<file path="src/rtl/uart16550_pkg.sv">
// Register map, LSR bit positions and bridge FSM states for the 16550-style UART register port.
package uart16550_pkg;

  localparam logic [2:0] ADDR_RBR_THR = 3'd0;
  localparam logic [2:0] ADDR_DLL     = 3'd0;
  localparam logic [2:0] ADDR_IER_DLM = 3'd1;
  localparam logic [2:0] ADDR_FCR     = 3'd2;
  localparam logic [2:0] ADDR_LCR     = 3'd3;
  localparam logic [2:0] ADDR_LSR     = 3'd5;

  localparam int LSR_DR   = 0;
  localparam int LSR_OE   = 1;
  localparam int LSR_THRE = 5;

  localparam logic [7:0] LCR_DLAB = 8'h80;

  typedef enum logic [3:0] {
    INIT_DLAB,
    INIT_DLL,
    INIT_DLM,
    INIT_LCR,
    INIT_FCR,
    INIT_IER,
    POLL,
    WAIT_LSR,
    READ,
    WAIT_RBR,
    WRITE
  } state_t;

  // Baud divisor for 16x oversampling, rounded to nearest.
  function automatic logic [15:0] calc_div(input int clk_hz, input int baud);
    int q;
    q = (clk_hz + 8 * baud) / (16 * baud);
    return q[15:0];
  endfunction

endpackage

</file>
<file path="src/rtl/uart_hold_reg.sv">
// One-entry holding register: push wins over pop so a same-edge refill keeps it full.
module uart_hold_reg #(
  parameter int WIDTH = 8
) (
  input  logic             clk,
  input  logic             rst_n,
  input  logic             i_push,
  input  logic [WIDTH-1:0] i_data,
  input  logic             i_pop,
  output logic             o_full,
  output logic [WIDTH-1:0] o_data
);

  logic             r_full;
  logic [WIDTH-1:0] r_data;

  // Occupancy and payload of the single entry.
  always_ff @(posedge clk) begin
    if (!rst_n) begin
      r_full <= 1'b0;
      r_data <= '0;
    end else if (i_push) begin
      r_full <= 1'b1;
      r_data <= i_data;
    end else if (r_full && i_pop) begin
      r_full <= 1'b0;
    end else begin
      r_full <= r_full;
    end
  end

  assign o_full = r_full;
  assign o_data = r_data;

endmodule

</file>
<file path="src/rtl/uart_stream_bridge.sv">
// Initialises a 16550-style UART register port, then polls LSR to move bytes
// between the UART IP and a pair of valid/ready streams.
module uart_stream_bridge
  import uart16550_pkg::*;
#(
  parameter int         CLK_HZ     = 27_000_000,
  parameter int         BAUD       = 115_200,
  parameter int         RD_LATENCY = 1,
  parameter logic [7:0] LCR_VAL    = 8'h03,
  parameter bit         FIFO_EN    = 1'b1
) (
  input  logic       clk,
  input  logic       rst_n,
  output logic       o_tx_en,
  output logic [2:0] o_waddr,
  output logic [7:0] o_wdata,
  output logic       o_rx_en,
  output logic [2:0] o_raddr,
  input  logic [7:0] i_rdata,
  input  logic       s_tx_valid,
  output logic       s_tx_ready,
  input  logic [7:0] s_tx_data,
  output logic       m_rx_valid,
  input  logic       m_rx_ready,
  output logic [7:0] m_rx_data,
  output logic       o_init_done,
  output logic       o_overrun
);

  localparam logic [15:0] DIV     = calc_div(CLK_HZ, BAUD);
  localparam logic [7:0]  FCR_VAL = FIFO_EN ? 8'h07 : 8'h00;
  localparam logic [1:0]  LAT     = 2'(RD_LATENCY);

  state_t     r_state;
  logic       r_tx_en;
  logic       r_rx_en;
  logic [2:0] r_waddr;
  logic [2:0] r_raddr;
  logic [7:0] r_wdata;
  logic [1:0] r_wait;
  logic       r_thre;
  logic       r_init_done;
  logic       r_overrun;

  logic       w_tx_full;
  logic [7:0] w_tx_data;
  logic       w_tx_pop;
  logic       w_tx_ready;
  logic       w_tx_push;
  logic       w_rx_full;
  logic       w_rx_push;

  // THR write in flight frees the tx slot early so a new byte can land on the same edge.
  assign w_tx_pop   = (r_state == WRITE);
  assign w_tx_ready = r_init_done && (!w_tx_full || w_tx_pop);
  assign w_tx_push  = s_tx_valid && w_tx_ready;
  assign w_rx_push  = (r_state == WAIT_RBR) && (r_wait == 2'd0);

  uart_hold_reg #(.WIDTH(8)) u_tx_hold (
    .clk    (clk),
    .rst_n  (rst_n),
    .i_push (w_tx_push),
    .i_data (s_tx_data),
    .i_pop  (w_tx_pop),
    .o_full (w_tx_full),
    .o_data (w_tx_data)
  );

  uart_hold_reg #(.WIDTH(8)) u_rx_hold (
    .clk    (clk),
    .rst_n  (rst_n),
    .i_push (w_rx_push),
    .i_data (i_rdata),
    .i_pop  (m_rx_ready),
    .o_full (w_rx_full),
    .o_data (m_rx_data)
  );

  // Sequencer: init writes, LSR polling, RBR reads and THR writes, one strobe at a time.
  always_ff @(posedge clk) begin
    if (!rst_n) begin
      r_state     <= INIT_DLAB;
      r_tx_en     <= 1'b0;
      r_rx_en     <= 1'b0;
      r_waddr     <= 3'd0;
      r_raddr     <= 3'd0;
      r_wdata     <= 8'h00;
      r_wait      <= 2'd0;
      r_thre      <= 1'b0;
      r_init_done <= 1'b0;
      r_overrun   <= 1'b0;
    end else begin
      r_tx_en   <= 1'b0;
      r_rx_en   <= 1'b0;
      r_waddr   <= 3'd0;
      r_raddr   <= 3'd0;
      r_wdata   <= 8'h00;
      r_overrun <= 1'b0;
      case (r_state)
        INIT_DLAB: begin
          r_tx_en <= 1'b1; r_waddr <= ADDR_LCR;     r_wdata <= LCR_DLAB;   r_state <= INIT_DLL;
        end
        INIT_DLL: begin
          r_tx_en <= 1'b1; r_waddr <= ADDR_DLL;     r_wdata <= DIV[7:0];   r_state <= INIT_DLM;
        end
        INIT_DLM: begin
          r_tx_en <= 1'b1; r_waddr <= ADDR_IER_DLM; r_wdata <= DIV[15:8];  r_state <= INIT_LCR;
        end
        INIT_LCR: begin
          r_tx_en <= 1'b1; r_waddr <= ADDR_LCR;     r_wdata <= LCR_VAL;    r_state <= INIT_FCR;
        end
        INIT_FCR: begin
          r_tx_en <= 1'b1; r_waddr <= ADDR_FCR;     r_wdata <= FCR_VAL;    r_state <= INIT_IER;
        end
        INIT_IER: begin
          r_tx_en <= 1'b1; r_waddr <= ADDR_IER_DLM; r_wdata <= 8'h00;      r_state <= POLL;
        end
        POLL: begin
          r_init_done <= 1'b1;
          r_rx_en     <= 1'b1;
          r_raddr     <= ADDR_LSR;
          r_wait      <= LAT;
          r_state     <= WAIT_LSR;
        end
        WAIT_LSR: begin
          if (r_wait != 2'd0) begin
            r_wait <= r_wait - 2'd1;
          end else begin
            r_thre    <= i_rdata[LSR_THRE];
            r_overrun <= i_rdata[LSR_OE];
            if (i_rdata[LSR_DR] && !w_rx_full) begin
              r_state <= READ;
            end else if (i_rdata[LSR_THRE] && w_tx_full) begin
              r_state <= WRITE;
            end else begin
              r_state <= POLL;
            end
          end
        end
        READ: begin
          r_rx_en <= 1'b1;
          r_raddr <= ADDR_RBR_THR;
          r_wait  <= LAT;
          r_state <= WAIT_RBR;
        end
        WAIT_RBR: begin
          if (r_wait != 2'd0) begin
            r_wait <= r_wait - 2'd1;
          end else if (r_thre && w_tx_full) begin
            r_state <= WRITE;
          end else begin
            r_state <= POLL;
          end
        end
        WRITE: begin
          r_tx_en <= 1'b1;
          r_waddr <= ADDR_RBR_THR;
          r_wdata <= w_tx_data;
          r_state <= POLL;
        end
        default: begin
          r_state <= INIT_DLAB;
        end
      endcase
    end
  end

  assign o_tx_en     = r_tx_en;
  assign o_waddr     = r_waddr;
  assign o_wdata     = r_wdata;
  assign o_rx_en     = r_rx_en;
  assign o_raddr     = r_raddr;
  assign s_tx_ready  = w_tx_ready;
  assign m_rx_valid  = w_rx_full;
  assign o_init_done = r_init_done;
  assign o_overrun   = r_overrun;

endmodule

</file>
<file path="config.mk">
export PLATFORM = sky130hd
export DESIGN_NAME = uart_stream_bridge
export DESIGN_NICKNAME = d
export VERILOG_FILES = /design/src/rtl/uart16550_pkg.sv /design/src/rtl/uart_hold_reg.sv /design/src/rtl/uart_stream_bridge.sv
export SDC_FILE = /design/constraint.sdc
export NUM_CORES = 1
export LEC_CHECK = 0
export ABC_AREA = 1
export BUFFER_PORTS_ARGS = -buffer_cell sky130_fd_sc_hd__buf_4
export CAP_MARGIN = 5
export CORE_UTILIZATION = 35
export CTS_CLUSTER_DIAMETER = 80
export DETAILED_ROUTE_END_ITERATION = 10
export SLEW_MARGIN = 20
export SYNTH_ARGS = -nofsm -noshare
export SYNTH_HDL_FRONTEND = slang
export SYNTH_HIERARCHICAL = 1
export SYNTH_SLANG_ARGS = --single-unit
</file>
<file path="constraint.sdc">
create_clock -name clk -period 2.3 [get_ports clk]
set_input_delay 0.46 -clock clk [delete_from_list [all_inputs] [get_ports clk]]
set_output_delay 0.46 -clock clk [all_outputs]
set_load 0.02 [all_outputs]
</file>
Word-level counts from Yosys, hierarchy flattened
Index checks and enable logic that the tools add are counted.
{ "op_classes": {"reduce_logical": 27, "addsub": 1, "n_eq_ne": 13, "n_div": 0, "magnitude_cmp": 0, "multipliers": 0, "n_mux": 17, "bitwise": 3, "shifts": 0} }
{ "ops": {"columns": ["op", "n"], "rows": [
  ["$pmux 4 s10", 1],
  ["$pmux 8 s5", 1],
  ["$mux 4", 5],
  ["$eq 4x3->1 const B", 4],
  ["$eq 4x4->1 const B", 3],
  ["$reduce_or 2->1", 5],
  ["$eq 4x2->1 const B", 2],
  ["$logic_and 1x1->1", 8],
  ["$reduce_bool 2->1", 4],
  ["$reduce_or 7->1", 1],
  ["$mux 1", 6],
  ["$pmux 2 s3", 1],
  ["$reduce_and 2->1", 3],
  ["$eq 4x1->1 const B", 1],
  ["$logic_not 4->1", 1],
  ["$ne 2x2->1 const B", 2],
  ["$pmux 2 s2", 1],
  ["$mux 3", 1],
  ["$not 1->1", 3],
  ["$reduce_or 3->1", 1],
  ["$logic_not 1->1", 2],
  ["$logic_not 2->1", 1],
  ["$mux 2", 1],
  ["$ne 2x1->1 const B", 1],
  ["other kinds (2)", 2]
]} }
{ "totals": {"input_bits": 20, "ramBits": 0, "mem_count": 0, "latch_bits": 0, "register_bits": 43, "out_inout_bits": 28, "word_cells": 75, "rom_bits": 0} }

Logic depth before layout (Yosys ltp)
{ "depth": {"depth_word": 5, "ltp_mapped": 8, "mapped_depth_nobuf": 8} }

Modules after synthesis
The synthesis kept the hierarchy.
{ "modules_own_cells": {"columns": ["module", "n_inst", "area_each_um2", "cells_per_inst"], "rows": [
  ["uart_stream_bridge", 1, 999.7, 141],
  ["uart_hold_reg", 2, 304.0, 38]
]} }

Worst setup path after synthesis
OpenSTA, ideal clock, no wires.
{ "synth_path": {"kind": "reg-to-reg", "startpoint": "register r_state[3]", "endpoint": "register u_tx_hold.r_data[0] (netlist: u_tx_hold/o_data[0])", "path_slack_ps": 564, "stages_incl_launch_ff": 9, "required_time_ps": 2184, "path_buffers": 0, "arrival_time_ps": 1620, "path_cell_list": "dfxtp_1 inv_2 nor2_4 nand2_2 a21oi_1 and2_1 inv_2 nor2_1 nor2_1"} }
{ "synth_between": {"elab_chain_len": 4} }
{ "synth_lines": {"columns": ["item", "line_no", "text"], "rows": [
  ["start, declared", "uart_stream_bridge.sv:34", "state_t r_state;"],
  ["start signal, assigned", "uart_stream_bridge.sv:82", "r_state <= INIT_DLAB;"],
  ["start signal, assigned", "uart_stream_bridge.sv:101", "r_tx_en <= 1'b1; r_waddr <= ADDR_LCR; r_wdata <= LCR_DLAB; r_state <= INIT_DLL;"],
  ["start signal, assigned", "uart_stream_bridge.sv:104", "r_tx_en <= 1'b1; r_waddr <= ADDR_DLL; r_wdata <= DIV[7:0]; r_state <= INIT_DLM;"],
  ["$eq 4x4->1", "uart_stream_bridge.sv:54", "assign w_tx_pop = (r_state == WRITE);"],
  ["$logic_or 1x1->1", "uart_stream_bridge.sv:55", "assign w_tx_ready = r_init_done && (!w_tx_full || w_tx_pop);"],
  ["$logic_and 1x1->1", "uart_stream_bridge.sv:55", null],
  ["via s_tx_ready", "uart_stream_bridge.sv:21", "output logic s_tx_ready,"],
  ["$logic_and 1x1->1", "uart_stream_bridge.sv:56", "assign w_tx_push = s_tx_valid && w_tx_ready;"],
  ["via w_tx_push", "uart_stream_bridge.sv:49", "logic w_tx_push;"],
  ["end signal, assigned", "uart_hold_reg.sv:24", "r_data <= i_data;"],
  ["end, declared", "uart_hold_reg.sv:15", "logic [WIDTH-1:0] r_data;"]
]} }
The timed path passes the listed nets, and every way through them passes these cells.
A chain may end at the register's enable or synchronous reset.

Worst setup path in the final report
{ "layout_path": {"startpoint": "register r_state[1]", "endpoint": "output s_tx_ready"} }
{ "layout_between": {"elab_chain_len": 3} }
{ "layout_lines": {"columns": ["item", "line_no"], "rows": [
  ["$eq 4x4->1", "uart_stream_bridge.sv:54"],
  ["$logic_or 1x1->1", "uart_stream_bridge.sv:55"],
  ["$logic_and 1x1->1", "uart_stream_bridge.sv:55"],
  ["end, declared", "uart_stream_bridge.sv:21"]
]} }
No other way between the ends.

==> flow_metrics.tcl <==
set metrics [dict create \
    ys_seq_area_share_pct 49.8 \
    critPathMaxFanout 7 \
    synth_xor_area_share_pct 0 \
    crit_required_ns 1.84 \
    ant_nets 0 \
    grt_antenna_before_repair 0 \
    crit_buf_inv 2 \
    crit_chain "inv_1 > nor2_1 > nand2_2 > a21oi_1 > buf_4" \
    diodes 0 \
    post-route-period-util_pct 83.2 \
    crit_slowest_cell "dfxtp_1" \
    cts-root-buf "clkbuf_8" \
    vias 1479 \
    synth_cells 217 \
    critical_path_class "reg -> out" \
    cts_tree "built" \
    hold_buffers 0 \
    grt_overflow 0 \
    place_congestion 0.832 \
    cp.arrival_ns 1.45 \
    yosysUniqueCellTypes 22 \
    wl_per_cell_um 10.3 \
    outcome "completed" \
    dpl_worst_slack_ns 0.615 \
    synthSimpleGateAreaFrac_pct 28.2 \
    powerDensity_nw_per_um2 637 \
    cts_setup_buffers 0 \
    post-route-drc-count 0 \
    fp.coreArea_um2 4380 \
    core.rowCount 24 \
    reg2reg_slack_ns 0.56 \
    syn-cell-area_um2 1610 \
    cp_top_family "flip-flops" \
    worstSkewPairLatency_ns 0.29 \
    yosys.area_share.adder_pct 0.778 \
    final_cell_area_um2 2100 \
    grt_usage_pct 14.6 \
    rsz0062_at_grt "false" \
    hold_ws_ns 0.388 \
    hold_viol_final 0 \
    p_leak_nw 1.02 \
    fin_tns_setup_ns 0 \
    grt_pass1_wl_um 5680 \
    cts_buffers 5 \
    post-route-worst-setup-slack_ns 0.387 \
    synthMuxAreaShare_pct 0 \
    post_cts_resized 0 \
    yosysWarnings 6 \
    numClockSinks 40 \
    wl_um 3320 \
    synth-seq-cells 40 \
    stdcell_count 321 \
    detailed_place_hpwl_um 2420 \
    avgSynthCellArea_um2 7.41 \
    setup_violations 0 \
    portBuffers 45 \
    grt_pass1_vias 1328 \
    synth_top_family_by_area "simple AND/OR/NAND/NOR gates" \
    fillers 456 \
    pin_count 48 \
    grt_start_max_net_pins 24 \
    drtIter0Drc 97 \
    cap_violations 0 \
    fin_worst_skew_ns 0.00447 \
    die_w_um 69.8 \
    start_util_pct 36.7 \
    place_area_um2 2000 \
    dp_cells 313 \
    clkTransAtPathRegs_ns 0.08 \
    endpoint_kind "output port" \
    crit_path_max_incr_delay_ns 0.46 \
    period_needed_ns 1.91 \
    drv_slew 0 \
    synth_compound_area_share_pct 13.5 \
    die-area_um2 4870 \
    worst_setup_path_start_kind "flip-flop" \
    hold_class "in -> reg" \
    area_growth_pct 30.4 \
    layout.nets 289 \
    vdd_drop_max_mv 0.418 \
    via_per_inst 4.61 \
    postLayoutCoreUtil_pct 47.8 \
    clockBufferDepth 2 \
    firstDrtPassIters 4 \
    die_h_um 69.8 \
    htree_levels 2 \
    max_freq_ghz 0.523 \
    fin_total_pwr_mw 1.34 \
    drive_above_1_share_pct 27.9 \
]
==> cell type report <==
class	count	area [um2]	share of cell area, %
flip-flops and latches	40	801	38.2
multi-input cells	149	691	32.9
repair buffers	47	353	16.8
inverters	25	93.8	4.47
clock buffers	7	86.3	4.12
well taps	52	65.1	3.10
clock inverters	1	7.51	0.358
==> per-layer routing <==
| metal | vias to the layer above | track usage, % | wire length, um |
|---|---|---|---|
| li1 | 777 | - | - |
| met1 | 650 | 19.2 | 1600 |
| met4 | 0 | 6.00 | 63 |
| met3 | 8 | 5.38 | 217 |
| met5 | - | 0 | 0 |
| met2 | 44 | 21.6 | 1440 |
==> worst paths after layout <==
| kind | from | end | cells after the start |
|---|---|---|---|
| hold reg to reg | u_tx_hold/o_data[5] | o_wdata[5] | 2 |
| setup / recovery | r_state[1] | s_tx_ready | 5 |
| setup reg to reg | r_state[1] | u_tx_hold/o_data[4] | 8 |
| hold / removal | s_tx_data[2] | u_tx_hold/o_data[2] | 3 |
==> logic make-up after synthesis <==
kind of cell,Yosys count
AOI/OAI and AO/OA,38
buffers and inverters,29
adders and majority gates,1
and+or+nand+nor,108
other,1
DFF,40
==> synth_stat cells <==
library cell  instances  share of area, %
nand2_4               2               1.4
dfxtp_1              40                50
nor2_2                2              0.78
a21oi_2               5               2.7
a31oi_1               2              0.78
clkinv_1              1              0.23
nand2_2               4               1.6
a21oi_1              12               3.7
and2_1                1              0.39
inv_2                 7               1.6
o211ai_1              1              0.47
nor2_4                1              0.70
nand3_1               6               1.9
conb_1                1              0.23
nor2_1               51                12
clkbuf_1              1              0.23
buf_4                 3               1.4
inv_1                17               4.0
nand2_1              41               9.6
ha_1                  1              0.78
a221oi_1              1              0.54
o21ai_0              17               5.3
==> cell usage in the layout, fill, tap and decap left out <==
master | Yosys | routed
a21oi_1 | 12 | 12
a21oi_2 | 5 | 5
a221oi_1 | 1 | 1
a31oi_1 | 2 | 2
and2_1 | 1 | 1
buf_4 | 3 | 47
clkbuf_1 | 1 | 1
clkbuf_8 | 0 | 6
clkinv_1 | 1 | 1
clkinvlp_4 | 0 | 1
conb_1 | 1 | 2
dfxtp_1 | 40 | 40
ha_1 | 1 | 1
inv_1 | 17 | 17
inv_2 | 7 | 7
nand2_1 | 41 | 41
nand2_2 | 4 | 4
nand2_4 | 2 | 2
nand3_1 | 6 | 6
nor2_1 | 51 | 51
nor2_2 | 2 | 2
nor2_4 | 1 | 1
o211ai_1 | 1 | 1
o21ai_0 | 17 | 17
==> report_power, final <==
| part | switching (mW) | internal, mW | leakage (nW) |
|---|---|---|---|
| clock network | 0.239 | 0.244 | 0.0445 |
| registers | 0.0122 | 0.711 | 0.325 |
| logic | 0.0738 | 0.0569 | 0.646 |
==> registers in the layout, summed over array words and instances, names as in the netlist, 2 cells and up <==
register,flops
o_wdata,8
u_rx_hold/o_data,8
u_tx_hold/o_data,8
r_state,4
o_waddr,2
r_wait,2
==> worst min-delay path: stages <==
cell,delay (ns)
buf_4,0.07
nor2_1,0.03
nor2_1,0.08
Power figures use the tool's default switching activity.
